`src/rtl/sram_lsu_master.sv`:
```
// sram_lsu_master: load/store bus initiator toward a single-cycle word SRAM.
// Takes one byte/half/word request at a time and returns a one-cycle response.
// Sub-word stores are performed as read-modify-write, because the responder
// only writes whole words. Rejected requests never touch the bus.
module sram_lsu_master #(
  parameter int unsigned MEM_WORDS = 8192
) (
  input  logic        HCLK,
  input  logic        HRESET,
  input  logic        req_valid,
  output logic        req_ready,
  input  logic        req_write,
  input  logic [1:0]  req_size,
  input  logic        req_unsigned,
  input  logic [31:0] req_addr,
  input  logic [31:0] req_wdata,
  output logic        resp_valid,
  output logic        resp_err,
  output logic [31:0] resp_rdata,
  output logic        HSEL,
  output logic [31:0] HADDR,
  output logic        HWRITE,
  output logic [31:0] HWDATA,
  input  logic [31:0] HRDATA
);

  typedef enum logic [1:0] {
    IDLE = 2'b00,
    RD   = 2'b01,
    WR   = 2'b10,
    RESP = 2'b11
  } state_t;

  state_t      state_r, state_n;
  logic [1:0]  lat_lane_r;
  logic [1:0]  lat_size_r;
  logic        lat_write_r;
  logic        lat_unsigned_r;
  logic [31:0] lat_wdata_r;

  logic        ready_r, resp_valid_r, resp_err_r, hsel_r, hwrite_r;
  logic [31:0] resp_rdata_r, haddr_r, hwdata_r;

  logic        accept_s;
  logic        req_err_s;

  // Replace the addressed byte or half of a word with right-aligned store data.
  function automatic logic [31:0] merge_store(input logic [31:0] old_word,
                                              input logic [31:0] wdata,
                                              input logic [1:0]  lane,
                                              input logic [1:0]  size);
    logic [31:0] m;
    m = old_word;
    case (size)
      2'b00: begin
        case (lane)
          2'b00:   m[7:0]   = wdata[7:0];
          2'b01:   m[15:8]  = wdata[7:0];
          2'b10:   m[23:16] = wdata[7:0];
          2'b11:   m[31:24] = wdata[7:0];
          default: m        = old_word;
        endcase
      end
      2'b01: begin
        if (lane[1]) m[31:16] = wdata[15:0];
        else         m[15:0]  = wdata[15:0];
      end
      default: m = wdata;
    endcase
    return m;
  endfunction

  // Pick the addressed lane of a word and sign- or zero-extend it.
  function automatic logic [31:0] extract_load(input logic [31:0] word,
                                               input logic [1:0]  lane,
                                               input logic [1:0]  size,
                                               input logic        is_unsigned);
    logic [7:0]  b;
    logic [15:0] h;
    logic [31:0] r;
    case (lane)
      2'b00:   b = word[7:0];
      2'b01:   b = word[15:8];
      2'b10:   b = word[23:16];
      2'b11:   b = word[31:24];
      default: b = 8'h00;
    endcase
    h = lane[1] ? word[31:16] : word[15:0];
    case (size)
      2'b00:   r = is_unsigned ? {24'h000000, b} : {{24{b[7]}}, b};
      2'b01:   r = is_unsigned ? {16'h0000, h} : {{16{h[15]}}, h};
      default: r = word;
    endcase
    return r;
  endfunction

  assign accept_s  = (state_r == IDLE) && req_valid;
  assign req_err_s = (req_size == 2'b11) ||
                     ((req_size == 2'b01) && req_addr[0]) ||
                     ((req_size == 2'b10) && (req_addr[1:0] != 2'b00)) ||
                     ({2'b00, req_addr[31:2]} >= 32'(MEM_WORDS));

  // Next-state decode: errors go straight to RESP, sub-word stores read first.
  always_comb begin
    state_n = state_r;
    case (state_r)
      IDLE: begin
        if (req_valid) begin
          if (req_err_s)                               state_n = RESP;
          else if (!req_write || (req_size != 2'b10))  state_n = RD;
          else                                         state_n = WR;
        end else begin
          state_n = IDLE;
        end
      end
      RD:      state_n = lat_write_r ? WR : RESP;
      WR:      state_n = RESP;
      RESP:    state_n = IDLE;
      default: state_n = IDLE;
    endcase
  end

  // State register and request latch.
  always_ff @(posedge HCLK or posedge HRESET) begin
    if (HRESET) begin
      state_r        <= IDLE;
      lat_lane_r     <= 2'b00;
      lat_size_r     <= 2'b00;
      lat_write_r    <= 1'b0;
      lat_unsigned_r <= 1'b0;
      lat_wdata_r    <= 32'h0000_0000;
    end else begin
      state_r <= state_n;
      if (accept_s) begin
        lat_lane_r     <= req_addr[1:0];
        lat_size_r     <= req_size;
        lat_write_r    <= req_write;
        lat_unsigned_r <= req_unsigned;
        lat_wdata_r    <= req_wdata;
      end else begin
        lat_lane_r     <= lat_lane_r;
        lat_size_r     <= lat_size_r;
        lat_write_r    <= lat_write_r;
        lat_unsigned_r <= lat_unsigned_r;
        lat_wdata_r    <= lat_wdata_r;
      end
    end
  end

  // Registered outputs, loaded from the state being entered; the word read
  // in RD is consumed at the RD exit edge (merge for stores, extract for loads).
  always_ff @(posedge HCLK or posedge HRESET) begin
    if (HRESET) begin
      ready_r      <= 1'b1;
      resp_valid_r <= 1'b0;
      resp_err_r   <= 1'b0;
      resp_rdata_r <= 32'h0000_0000;
      hsel_r       <= 1'b0;
      hwrite_r     <= 1'b0;
      haddr_r      <= 32'h0000_0000;
      hwdata_r     <= 32'h0000_0000;
    end else begin
      ready_r      <= (state_n == IDLE);
      resp_valid_r <= (state_n == RESP);
      resp_err_r   <= accept_s && req_err_s;
      hsel_r       <= (state_n == RD) || (state_n == WR);
      hwrite_r     <= (state_n == WR);
      if ((state_r == RD) && !lat_write_r) begin
        resp_rdata_r <= extract_load(HRDATA, lat_lane_r, lat_size_r, lat_unsigned_r);
      end else begin
        resp_rdata_r <= 32'h0000_0000;
      end
      if (accept_s) begin
        haddr_r <= {req_addr[31:2], 2'b00};
      end else begin
        haddr_r <= haddr_r;
      end
      if (accept_s && (state_n == WR)) begin
        hwdata_r <= req_wdata;
      end else if ((state_r == RD) && lat_write_r) begin
        hwdata_r <= merge_store(HRDATA, lat_wdata_r, lat_lane_r, lat_size_r);
      end else begin
        hwdata_r <= hwdata_r;
      end
    end
  end

  assign req_ready  = ready_r;
  assign resp_valid = resp_valid_r;
  assign resp_err   = resp_err_r;
  assign resp_rdata = resp_rdata_r;
  assign HSEL       = hsel_r;
  assign HWRITE     = hwrite_r;
  assign HADDR      = haddr_r;
  assign HWDATA     = hwdata_r;

endmodule

```
`config.mk`:
```
export PLATFORM = sky130hd
export DESIGN_NAME = sram_lsu_master
export DESIGN_NICKNAME = d
export VERILOG_FILES = /design/src/rtl/sram_lsu_master.sv
export SDC_FILE = /design/constraint.sdc
export NUM_CORES = 1
export LEC_CHECK = 0
export CORE_MARGIN = 2
export CORE_UTILIZATION = 49
export CTS_BUF_LIST = sky130_fd_sc_hd__clkbuf_4
export CTS_CLUSTER_DIAMETER = 50
export DETAILED_ROUTE_END_ITERATION = 12
export PLACE_DENSITY_LB_ADDON = 0.3
export SYNTH_ARGS = -nofsm -noshare
export SYNTH_HDL_FRONTEND = slang
export SYNTH_SLANG_ARGS = --single-unit
```
`constraint.sdc`:
```
create_clock -name HCLK -period 6.6 [get_ports HCLK]
set_input_delay 1.32 -clock HCLK [delete_from_list [all_inputs] [get_ports HCLK]]
set_output_delay 1.32 -clock HCLK [all_outputs]
set_load 0.02 [all_outputs]
```
# Word-level counts from Yosys, hierarchy flattened
# Index checks and enable logic that the tools add are counted.
[word_totals] ff_bits=139 input_bits=103 word_cells=69
[classes] n_lt_le_gt_ge=1 n_eq_ne=14 mux=20 n_reduce_logical=20
[ops] op="32-bit two-way mux" count=5
[ops] op="32-bit case mux with 2 select lines" count=2
[ops] op="16-bit two-way mux" count=3
[ops] op="8-bit two-way mux" count=4
[ops] op="8-bit case mux with 4 select lines" count=1
[ops] op="30-bit by 14-bit >= comparator with 1-bit output (second input constant)" count=1
[ops] op="2-bit == test (second input constant)" count=8
[ops] op="2-bit by 1-bit == test with 1-bit output (second input constant)" count=5
[ops] op="2-bit zero test" count=4
[ops] op="2-bit case mux with 4 select lines" count=1
[ops] op="1-bit logical AND" count=7
[ops] op="2-bit two-way mux" count=3
[ops] op="1-bit logical OR" count=5
[ops] op="2-bit nonzero test" count=2
[ops] op="1-bit zero test" count=2
[ops] op="2-bit inequality test (second input constant)" count=1
[ops] op="1-bit two-way mux" count=1

# Depth between registers and ports, before layout
[logic_depth] word_depth=11 depth_mapped=12 ltp_nobuf=10

# Worst setup path after synthesis
# OpenSTA, ideal clock, no wires.
[synth_timing] kind="input to register" start="input port req_addr[15]" end="register hwdata_r[10], in the netlist HWDATA[10]" setup_time_ns=0.141 arrival_ns=3.291 t_required_ns=6.459 path_slack_ns=3.168 path_stages=11 path_cell_list="nor4_1 > o2111ai_1 > nor3_1 > a31oi_1 > ha_1 > and3_1 > clkbuf_1 > clkbuf_1 > or3_1 > o21ai_0 > a31oi_1"
[synth_via] elab_chain_cells=8
[synth_rtl] element="from (decl)" line_no="15" text="input logic [31:0] req_addr,"
[synth_rtl] element="30-bit by 14-bit >= comparator with 1-bit output (*)" line_no="101" text="({2'b00, req_addr[31:2]} >= 32'(MEM_WORDS));"
[synth_rtl] element="1-bit logical OR (*)" line_no="100" text="((req_size == 2'b10) && (req_addr[1:0] != 2'b00)) ||"
[synth_rtl] element="2-bit two-way mux (*)" line_no="109" text="if (req_err_s) state_n = RESP;"
[synth_rtl] element="2-bit two-way mux (*)" line_no="108" text="if (req_valid) begin"
[synth_rtl] element="2-bit case mux with 4 select lines (*)" line_no="106" text="case (state_r)"
[synth_rtl] element="via state_n[1]" line_no="34" text="state_t state_r, state_n;"
[synth_rtl] element="2-bit == test (*)" line_no="178" text="if (accept_s && (state_n == WR)) begin"
[synth_rtl] element="1-bit logical AND (*)" line_no="178"
[synth_rtl] element="32-bit two-way mux or 2-bit nonzero test (tied branches)"
[synth_rtl] element="to (signal assigned)" line_no="179" text="hwdata_r <= req_wdata;"
[synth_rtl] element="to (signal assigned)" line_no="181" text="hwdata_r <= merge_store(HRDATA, lat_wdata_r, lat_lane_r, lat_size_r);"
[synth_rtl] element="to (signal assigned)" line_no="183" text="hwdata_r <= hwdata_r;"
[synth_rtl] element="to (decl)" line_no="42" text="logic [31:0] resp_rdata_r, haddr_r, hwdata_r;"
# The timed path passes the listed nets; every way through them passes the cells marked *.
# A chain may end at the register's enable or synchronous reset.

# Worst setup path after layout
[layout_timing] start="input port req_addr[31]" end="register hwdata_r[1], in the netlist HWDATA[1]"
# Same word-level chain as after synthesis.

==> metrics.csv <==
metric;value;unit
status;completed;
nature of the critical path startpoint;primary input;
die extent in y;122;um
Crit Path Max Fanout;42;
starting density of the core;49.7;%
adder-cell area share of the yosys netlist;1.28;%
clk root buf;clkbuf_4;
# DRC;0;
Seq/Total Area, Yosys;51.0;%
area grow syn2layout;34.6;%
I/O pins;204;
die area;14900;sq um
max cap viols;0;
share of layout cells above drive strength 1;15.7;%
Syn Area/Cell;10.9;sq um
period utilisation layout;64.9;%
core area;13700;sq um
Simple-Gate Fraction of Synth Area;10.6;%
commonest non-fill, non-tap cells in the layout;201 x clkdlybuf4s50_1, 138 x dfrtp_1, 75 x mux2_2, 47 x nand2_1, 47 x a21oi_1;
Worst Setup SP;req_addr[31];
global-route met1 utilization;34.9;%
sequential share of power;34.3;%
largest family of logic cells by synthesized area;compound AO/OA/AOI/OAI gates;
Pint;2660;uW
Finished Layout Cells;997;
clk_skew;0.0152;ns
compound-cell area share of the yosys netlist;16.8;%
unrepaired setup endpoints after global routing;no;
hold wc startpoint;lat_wdata_r[29];
Hold Path Class;register to register;
R2R Path Start;state_r[1];
Bufs on Longest Clock Path;2;
CP Data Arrival Time;4.72;ns
Final Slew Violations;0;
post-route cell area;9180;sq um
Die W;122;um
Fill cells;1100;
# H-tree levels;4;
clock share of power;12.7;%
initial antenna violation count;0;
IO buf count;201;
RePlAce Congestion;0.883;
Slew HR;15.6;%
crit end category;register;
P_sw;1860;uW
Comb power frac;53.0;%
Async SR Flop Fraction;100;%
most common cell after layout, fill and taps aside;clkdlybuf4s50_1;
Cells after DPL;965;
Final ANT Viol Nets;0;
switching share of power;41.1;%
global-route wire length before repair;31300;um
total track usage;27.5;%
Pleak;0.00395;uW
PwrDens;493;nW/um^2
row count;43;
post-layout min period;4.28;ns
crit-path max cell delay;0.58;ns
pre-CTS WS;1.83;ns
DP HPWL;14500;um
cells after synthesis;628;
Worst VDD drop;324;uV
vias in the first global route;5961;
first-pass detailed-route iteration total;5;
Post-synth top flop;dfrtp_1;
cts bufs inserted;17;
kind of critical path;primary input to register;
worst path buffer plus inverter count;2;
worst path cell trace;clkdlybuf4s50_1 -> nor4_1 -> o2111ai_1 -> nor3_1 -> a31oi_1 -> ha_1 -> nand3_1 -> buf_4 -> nand2_1 -> a221oi_1 -> a21oi_1;
distinct cell type count after synthesis;45;
vias per cell;5.97;
Synth Cell Area;6820;sq um
Final Hold Fails;0;
CTS Hold Bufs;0;
CTS Sinks;139;
routing usage on met2;43.9;%
Crit path required time;7.04;ns
Initial DRC Count;502;
final core occ;66.9;%
TNS Setup;0;ns
Setup Fix Bufs, Post-CTS;0;
slowest CP cell;nand2_1;
slew of the pin with the lowest slew margin;1.27;ns
post-CTS resize count;0;
Final WS setup;2.32;ns
largest net degree at the start of global routing;95;
EDFF count, synth;0;
latest clock arrival within the worst-skew pair;0.56;ns
DR WL/cell;20.0;um
f_max;0.234;GHz
Yosys Warn Count;0;
grt met3 use;9.46;%
multiplexer share of the synthesized area;16.2;%
drt total wl;20000;um
grt peak-use layer;met2;
cell family with most CP delay;simple AND/OR/NAND/NOR gates;
Yosys reg bits;139;
XOR/XNOR Fraction of Synth Area;0;%
nets;914;
Area after DPL;8890;sq um
Final setup viols;0;
CTS tree;built;
total congestion overflow;0;
Antenna Cells;0;
via count;5953;
Clock Pin Slew Worst Setup and Hold Paths;0.11;ns
kinds of logic after synthesis:
family,Yosys count
AOI/OAI and AO/OA,178
DFF,139
other,1
muxes,91
and+or+nand+nor,147
buffers and inverters,65
adders and majority gates,7
cells in the mapped netlist (2+ instances only):
cell type | number | area [sq um]
nor2b_1 | 5 | 31.3
o22ai_1 | 27 | 169
mux2i_1 | 7 | 70.1
a22oi_1 | 7 | 52.6
or3_1 | 18 | 113
and3_1 | 22 | 138
nor2_1 | 26 | 97.6
nand2_1 | 48 | 180
o31ai_1 | 9 | 67.6
buf_4 | 2 | 15.0
inv_1 | 14 | 52.6
a22o_1 | 6 | 52.6
a31oi_1 | 11 | 68.8
dfrtp_1 | 138 | 3450
o2111ai_1 | 2 | 17.5
ha_1 | 7 | 87.6
a211oi_1 | 8 | 60.1
nand3_1 | 3 | 15.0
o21ai_0 | 31 | 155
nand2b_1 | 8 | 50.1
nor3_1 | 11 | 55.1
clkbuf_1 | 28 | 105
nor4_1 | 3 | 18.8
buf_1 | 9 | 33.8
buf_6 | 2 | 22.5
a221oi_1 | 10 | 87.6
a31o_2 | 2 | 17.5
o21a_1 | 2 | 15.0
mux2_2 | 75 | 845
a211o_1 | 10 | 87.6
mux4_2 | 8 | 180
buf_2 | 10 | 50.1
a21oi_1 | 47 | 235
path summary, 6_finish.rpt:
check | end | slack, ns | cells past startpoint
worst max-delay path | HWDATA[1] | 2.32 | 11
worst min-delay path | lat_wdata_r[29] | 0.51 | 1
worst max register to register | HWDATA[1] | 3.28 | 11
worst min register to register | lat_wdata_r[29] | 0.51 | 1
max in group asynchronous | lat_wdata_r[25] | 4.20 | 3
min in group asynchronous | resp_rdata[15] | 1.30 | 2
routing by layer:
layer,vias up,wire (um)
met2,326,9340
met1,2915,8010
met5,-,0
met4,0,585
li1,2662,-
met3,50,2040
per-stage QoR:
stage / hold WS [ns] / power, uW
5_1_grt: 0.538 / 4820
2_1_floorplan: 0.480 / 3020
6_report: 0.514 / 4530
4_1_cts: 0.518 / 4530
3_3_place_gp: 0.487 / 3880
3_5_place_dp: 0.493 / 3950
registers in the layout, indices dropped and copies added, names as in the netlist:
name,count
resp_err,1
lat_write_r,1
HADDR,30
state_r,2
resp_valid,1
lat_lane_r,2
HSEL,1
HWDATA,32
lat_size_r,2
resp_rdata,32
HWRITE,1
lat_unsigned_r,1
lat_wdata_r,32
req_ready,1
final cells by class:
cell class	instances	area (sq um)	area share [%]
multi-input cells	425	3070	33.4
flip-flops and latches	139	3480	37.9
well taps	180	225	2.45
clock buffers	19	143	1.55
clock inverters	13	150	1.64
repair buffers	207	2060	22.4
inverters	14	57.6	0.627
power groups by stage:
stage                     registers, uW  clock network (uW)  logic [uW]
after CTS                          1550                 584        2400
after global routing               1600                 631        2580
after floorplan                    1750                   0        1280
after global placement             1550                   0        2330
final                              1550                 573        2400
after detailed placement           1560                   0        2390
No activity file was read; power rests on OpenSTA's default activity.
